$ cat config.mk
export PLATFORM = sky130hd
export DESIGN_NAME = mem_stage_lsu
export DESIGN_NICKNAME = d
export VERILOG_FILES = /design/src/rtl/rv_mem_pkg.sv /design/src/rtl/lsu_align.sv /design/src/rtl/mem_stage_lsu.sv
export SDC_FILE = /design/constraint.sdc
export NUM_CORES = 1
export LEC_CHECK = 0
export ABC_CLOCK_PERIOD_IN_PS = 2700
export BUFFER_PORTS_ARGS = -buffer_cell sky130_fd_sc_hd__buf_2
export CORE_UTILIZATION = 45
export DETAILED_ROUTE_END_ITERATION = 12
export GPL_ROUTABILITY_DRIVEN = 0
export GPL_TIMING_DRIVEN = 1
export PLACE_DENSITY = 0.76
export RECOVER_POWER = 50
export SYNTH_ARGS = -nofsm -noshare
export SYNTH_HDL_FRONTEND = slang
export SYNTH_SLANG_ARGS = --single-unit
$ cat constraint.sdc
create_clock -name clk -period 2.7 [get_ports clk]
set_clock_uncertainty 0.15 [all_clocks]
set_input_delay 0.27 -clock clk [delete_from_list [all_inputs] [get_ports clk]]
set_output_delay 0.27 -clock clk [all_outputs]
set_load 0.02 [all_outputs]
$ cat src/rtl/rv_mem_pkg.sv
// Shared definitions for the memory-stage load/store unit.
//   - funct3 encodings for byte/half/word loads and stores
//   - FSM state encoding (IDLE/BUSY/DONE)
//   - check_legal : funct3 legality for a load or a store
//   - check_align : natural-alignment check for the access size
package rv_mem_pkg;

  localparam logic [2:0] F3_B  = 3'b000;
  localparam logic [2:0] F3_H  = 3'b001;
  localparam logic [2:0] F3_W  = 3'b010;
  localparam logic [2:0] F3_BU = 3'b100;
  localparam logic [2:0] F3_HU = 3'b101;

  localparam logic [1:0] IDLE = 2'd0;
  localparam logic [1:0] BUSY = 2'd1;
  localparam logic [1:0] DONE = 2'd2;

  // Unsigned variants only exist for loads.
  function automatic logic check_legal(input logic [2:0] f3, input logic is_store);
    case (f3)
      F3_B, F3_H, F3_W: check_legal = 1'b1;
      F3_BU, F3_HU:     check_legal = ~is_store;
      default:          check_legal = 1'b0;
    endcase
  endfunction

  // f3[1:0] encodes the access size for every legal funct3.
  function automatic logic check_align(input logic [2:0] f3, input logic [1:0] off);
    case (f3[1:0])
      2'b00:   check_align = 1'b1;
      2'b01:   check_align = ~off[0];
      2'b10:   check_align = (off == 2'b00);
      default: check_align = 1'b0;
    endcase
  endfunction

endpackage

$ cat src/rtl/lsu_align.sv
// Combinational lane logic for the load/store unit.
// Ports:
//   f3        in  3   funct3 of the access
//   off       in  2   byte offset within the word (addr[1:0])
//   wd        in  32  raw store data
//   rdata     in  32  raw read word from memory
//   be        out 4   byte enables
//   wdata     out 32  store data replicated across lanes
//   load_data out 32  load result shifted down and extended
module lsu_align
  import rv_mem_pkg::*;
(
  input  logic [2:0]  f3,
  input  logic [1:0]  off,
  input  logic [31:0] wd,
  input  logic [31:0] rdata,
  output logic [3:0]  be,
  output logic [31:0] wdata,
  output logic [31:0] load_data
);

  logic [31:0]        shifted;
  logic signed [31:0] sext_b;
  logic signed [31:0] sext_h;

  always_comb begin
    case (f3[1:0])
      2'b00:   be = 4'b0001 << off;
      2'b01:   be = 4'b0011 << off;
      default: be = 4'b1111;
    endcase
  end

  always_comb begin
    case (f3[1:0])
      2'b00:   wdata = {4{wd[7:0]}};
      2'b01:   wdata = {2{wd[15:0]}};
      default: wdata = wd;
    endcase
  end

  assign shifted = rdata >> {off, 3'b000};
  assign sext_b  = 32'($signed(shifted[7:0]));
  assign sext_h  = 32'($signed(shifted[15:0]));

  always_comb begin
    case (f3)
      F3_B:    load_data = sext_b;
      F3_H:    load_data = sext_h;
      F3_BU:   load_data = {24'd0, shifted[7:0]};
      F3_HU:   load_data = {16'd0, shifted[15:0]};
      default: load_data = shifted;
    endcase
  end

endmodule

$ cat src/rtl/mem_stage_lsu.sv
// Memory-stage load/store unit.
// Turns the EX/MEM register outputs into a word-aligned data-memory request,
// runs the req/ack handshake with a timeout while stalling the pipeline, and
// returns the aligned/extended load result to the MEM/WB register.
// Ports:
//   clk, reset (sync, active-low)
//   InstrM, MemReadM, MemWriteM, ALUResultM, WriteDataM : access from EX/MEM
//   ReadDataM  : registered load result, valid in DONE
//   StallM     : hold upstream registers
//   MisalignM, IllegalM : combinational access flags (IDLE only)
//   BusErrM    : one-cycle pulse after a timeout
//   dmem_req/we/addr/be/wdata : registered request, stable through BUSY
//   dmem_ack, dmem_rdata      : memory completion and read word
module mem_stage_lsu
  import rv_mem_pkg::*;
#(
  parameter int TIMEOUT = 16,
  parameter int TO_W    = $clog2(TIMEOUT)
) (
  input  logic        clk,
  input  logic        reset,
  input  logic [2:0]  InstrM,
  input  logic        MemReadM,
  input  logic        MemWriteM,
  input  logic [31:0] ALUResultM,
  input  logic [31:0] WriteDataM,
  output logic [31:0] ReadDataM,
  output logic        StallM,
  output logic        MisalignM,
  output logic        IllegalM,
  output logic        BusErrM,
  output logic        dmem_req,
  output logic        dmem_we,
  output logic [31:0] dmem_addr,
  output logic [3:0]  dmem_be,
  output logic [31:0] dmem_wdata,
  input  logic        dmem_ack,
  input  logic [31:0] dmem_rdata
);

  logic [1:0]      state;
  logic [TO_W-1:0] cnt;
  logic [2:0]      f3_p1;
  logic [1:0]      off_p1;

  logic        single_op;
  logic        legal;
  logic        aligned;
  logic        in_idle;
  logic        vld_p0;
  logic [2:0]  al_f3;
  logic [1:0]  al_off;
  logic [3:0]  al_be;
  logic [31:0] al_wdata;
  logic [31:0] al_load;

  assign single_op = MemReadM ^ MemWriteM;
  assign legal     = check_legal(InstrM, MemWriteM);
  assign aligned   = check_align(InstrM, ALUResultM[1:0]);
  assign in_idle   = (state == IDLE);

  assign IllegalM  = in_idle & ((MemReadM & MemWriteM) | (single_op & ~legal));
  assign MisalignM = in_idle & single_op & legal & ~aligned;
  assign vld_p0    = in_idle & single_op & legal & aligned;
  assign StallM    = vld_p0 | (state == BUSY);

  // One aligner serves both phases: live inputs shape the request in IDLE,
  // the latched funct3/offset extract the returning word in BUSY.
  assign al_f3  = (state == BUSY) ? f3_p1  : InstrM;
  assign al_off = (state == BUSY) ? off_p1 : ALUResultM[1:0];

  lsu_align u_align (
    .f3        (al_f3),
    .off       (al_off),
    .wd        (WriteDataM),
    .rdata     (dmem_rdata),
    .be        (al_be),
    .wdata     (al_wdata),
    .load_data (al_load)
  );

  always_ff @(posedge clk) begin
    if (!reset) begin
      state      <= IDLE;
      cnt        <= '0;
      f3_p1      <= '0;
      off_p1     <= '0;
      ReadDataM  <= '0;
      BusErrM    <= 1'b0;
      dmem_req   <= 1'b0;
      dmem_we    <= 1'b0;
      dmem_addr  <= '0;
      dmem_be    <= '0;
      dmem_wdata <= '0;
    end else begin
      case (state)
        // IDLE -> BUSY: capture the request
        IDLE: begin
          BusErrM <= 1'b0;
          if (vld_p0) begin
            dmem_req   <= 1'b1;
            dmem_we    <= MemWriteM;
            dmem_addr  <= {ALUResultM[31:2], 2'b00};
            dmem_be    <= al_be;
            dmem_wdata <= al_wdata;
            f3_p1      <= InstrM;
            off_p1     <= ALUResultM[1:0];
            cnt        <= '0;
            state      <= BUSY;
          end
        end
        // BUSY: wait for ack; ack beats a coincident timeout
        BUSY: begin
          cnt <= cnt + 1'b1;
          if (dmem_ack) begin
            if (!dmem_we) ReadDataM <= al_load;
            dmem_req <= 1'b0;
            state    <= DONE;
          end else if (cnt == TO_W'(TIMEOUT - 1)) begin
            BusErrM  <= 1'b1;
            dmem_req <= 1'b0;
            state    <= DONE;
          end
        end
        // DONE: pipeline advances; no new access this cycle
        DONE: begin
          BusErrM <= 1'b0;
          state   <= IDLE;
        end
        default: state <= IDLE;
      endcase
    end
  end

endmodule

==> impl_metrics.py <==
metrics = {
    "floorplanning": {
        "ios": 210,
        "core_area_sq_mm": 0.0110,
        "dieArea_sq_mm": 0.0118,
        "fp.dieH_microns": 109,
        "fp.dieW_microns": 109,
        "row_count": 38,
        "start_util_pct": 46.6,
    },
    "worst_setup_path": {
        "r2r_setup_slack_ns": 0.20,
        "worst-endpoint-arrival_ns": 2.61,
        "cp.required_ns": 2.81,
        "critPathKind": "reg2reg",
        "max_stage_delay_ns": 0.50,
        "end_kind": "register",
        "startpoint_type": "register",
        "cpMostUsedCell": "buf_4",
        "slowest_stage": "a211o_1",
        "path_cells": "nand2b_2, buf_4, mux2i_4, buf_4, a21oi_1, a211o_1, a31oi_1",
        "path_buf_inv": 2,
        "path_max_fanout": 16,
        "cp_top_family": "compound AO/OA/AOI/OAI gates",
    },
    "route": {
        "wire_per_inst_microns": 16.6,
        "dr.pass1.iters": 5,
        "avgViaCountPerCell": 5.60,
        "final_antenna_net_count": 0,
        "drt-total-wl_microns": 15100,
        "drc": 0,
        "vias": 5118,
        "drt_iter0_drc": 536,
    },
    "global_routing": {
        "antenna_found_initial": 0,
        "grt_max_degree": 48,
        "overflow": 0,
        "grt_pass1_vias": 4679,
        "grt_first_pass_wirelength_microns": 23000,
        "grt.total_usage_pct": 25.1,
    },
    "pwr": {
        "vdd_drop_max_mv": 0.488,
        "p_leak_nw": 2.86,
        "power_density_mw_per_mm2": 603,
    },
    "place": {
        "dpl_worst_slack_ns": 0.0724,
        "place_area_sq_mm": 0.00627,
        "hpwl_microns": 11000,
        "port_buffers": 207,
    },
    "sta": {
        "maxSlewViolCount": 0,
        "hold_violations": 0,
        "finalSetupTns_ns": 0,
        "tightest_slew_ns": 0.953,
        "fmax_mhz": 400,
        "finalCritPeriodShare_pct": 92.6,
        "layout_setup_ws_ns": 0.200,
        "setup_viol": 0,
        "slew_headroom_pct": 36.5,
        "final.min_clock_period_ns": 2.50,
        "rsz0062_at_grt": "false",
    },
    "synthesis": {
        "async_flop_share_pct": 0,
        "synth_top_cell_by_area": "dfxtp_1",
        "yosysWarnings": 0,
        "synth_area_leaders": "dfxtp_1, nand2_1, a21boi_0",
        "yosysSeqAreaShare_pct": 43.8,
        "synth_edf_count": 0,
        "synth_cell_types": 42,
        "netlist_area_sq_mm": 0.00512,
        "synth-seq-cells": 112,
        "ys_dominant_reg_cell": "dfxtp_1",
        "yosys.area.top_type_share_pct": 43.8,
        "syn_avg_cell_area_sq_um": 8.86,
        "syn_inst": 578,
    },
    "cells_and_area": {
        "drive_gt1_share_pct": 21.8,
        "n_fill_cell": 1032,
        "fin_util_pct": 59.3,
        "n_antenna_cell": 0,
        "area_growth_pct": 27.3,
        "fin_area_sq_mm": 0.00651,
        "nNetsFinal": 875,
    },
    "clocking": {
        "hold_buffers": 0,
        "cts_buffer_depth": 2,
        "clk_latency_ns": 0.35,
        "clkTransAtPathRegs_ns": 0.08,
        "clock_sinks": 112,
        "cts-htree-levels": 3,
        "cts_tree": "done",
        "cts_made_buffers": 9,
        "ctsRootBufferMaster": "clkbuf_16",
    },
    "min_path": {
        "hold_path.class": "in2reg",
    },
    "run": {
        "cap_violations": 0,
    },
    "run_status": {
        "outcome": "finished clean",
    },
}
-- worst reg2reg max path, cell delays in order (launching register included) --
cell and delay, ns:
dfxtp_1 0.44, nand2b_2 0.26, buf_4 0.20, mux2i_4 0.23, buf_4 0.21, a21oi_1 0.11
a211o_1 0.50, a31oi_1 0.30
-- where the power goes --
part	internal, mW	switching [mW]
registers	1.72	0.0446
logic	0.252	0.402
clock network	0.904	0.602
-- cells by family after synthesis --
| group | after synthesis | share of synthesized area [%] |
|---|---|---|
| AO/OA/AOI/OAI | 191 | 26.6 |
| adder cells (fa/ha/maj) | 2 | 0.489 |
| buffers and inverters | 51 | 4.62 |
| flip-flops | 112 | 43.8 |
| multiplexers | 44 | 9.58 |
| other | 1 | 0.0733 |
| AND/OR/NAND/NOR | 177 | 14.9 |
-- Yosys cell counts (2+ instances only) --
| library cell | n |
|---|---|
| a31oi_1 | 22 |
| a221oi_1 | 7 |
| o21a_1 | 11 |
| and3_1 | 3 |
| dfxtp_1 | 112 |
| nor2_1 | 10 |
| a21boi_0 | 47 |
| a222oi_1 | 8 |
| ha_1 | 2 |
| buf_6 | 4 |
| o21ai_0 | 41 |
| nor3_1 | 2 |
| nor3b_1 | 3 |
| nand4_1 | 2 |
| nand2_1 | 130 |
| a221o_1 | 2 |
| buf_4 | 3 |
| and4bb_2 | 2 |
| buf_1 | 2 |
| clkbuf_1 | 38 |
| a211o_1 | 2 |
| nand2b_1 | 2 |
| nand3_1 | 17 |
| a21oi_1 | 20 |
| buf_2 | 3 |
| mux2_2 | 16 |
| o211a_1 | 27 |
| mux2i_1 | 25 |
| mux2i_4 | 2 |
-- metal layers --
layer / track usage [%] / vias to the layer above / routed length [microns]
met2: 42.1 / 229 / 7190
met3: 6.81 / 25 / 1090
li1: - / 2459 / -
met4: 6.47 / 0 / 239
met5: 0 / - / 0
met1: 31.9 / 2405 / 6610
-- sequential cells by signal, indices dropped and copies added (netlist names) --
register,count
ReadDataM,32
dmem_wdata,32
dmem_addr,30
cnt,4
dmem_be,4
f3_p1,3
off_p1,2
state,2
BusErrM,1
dmem_req,1
dmem_we,1
-- through the flow --
stage	total power [mW]	cells	hold slack [ns]
finish	3.93	914	0.0180
floorplan	2.20	579	0.265
global placement	2.45	895	0.297
CTS	3.96	911	0.00723
global route	4.09	914	0.0138
detailed placement	2.46	895	0.306
-- repair_timing --
action	4_1_cts	5_1_grt
endpoints found under the hold margin	0	0
gates resized for setup	0	2
endpoints found under the setup margin	0	24
buffers inserted	0	3
-- cells in the final DEF (no fill, tap or decap), types with 2 or more instances in the layout --
cell and n:
o211a_1 27, nand4_1 2, o21a_1 11, bufinv_16 3, and4bb_2 2, mux2i_4 2
clkinv_2 2, a211o_1 2, mux2i_1 25, nand2_1 130, a222oi_1 8, clkbuf_16 9
a21boi_0 47, dfxtp_1 112, nor3_1 2, a21oi_1 20, clkbuf_1 104, nor2_1 9
ha_1 2, buf_2 104, a221oi_1 7, conb_1 2, o21ai_0 41, nand3_1 17
buf_4 20, a31oi_1 22, mux2_2 16, nor3b_1 2, and3_1 3
-- path summary, 6_finish.rpt --
path / startpoint / end / cells past startpoint
setup / recovery: state[1] / ReadDataM[19] / 7
hold / removal: ALUResultM[21] / dmem_addr[21] / 3
setup reg to reg: state[1] / ReadDataM[19] / 7
hold reg to reg: dmem_addr[26] / dmem_addr[26] / 2
-- final cells by class --
class / count / area, sq um / share of cell area (%)
clock inverter: 6 / 108 / 1.65
tap: 140 / 175 / 2.69
timing repair buffer: 229 / 1080 / 16.6
sequential: 112 / 2240 / 34.4
inverter: 1 / 3.75 / 0.0576
clock buffer: 10 / 229 / 3.52
multi-input combinational: 416 / 2670 / 41.0
Note: power is estimated with default switching activity, not from simulation.
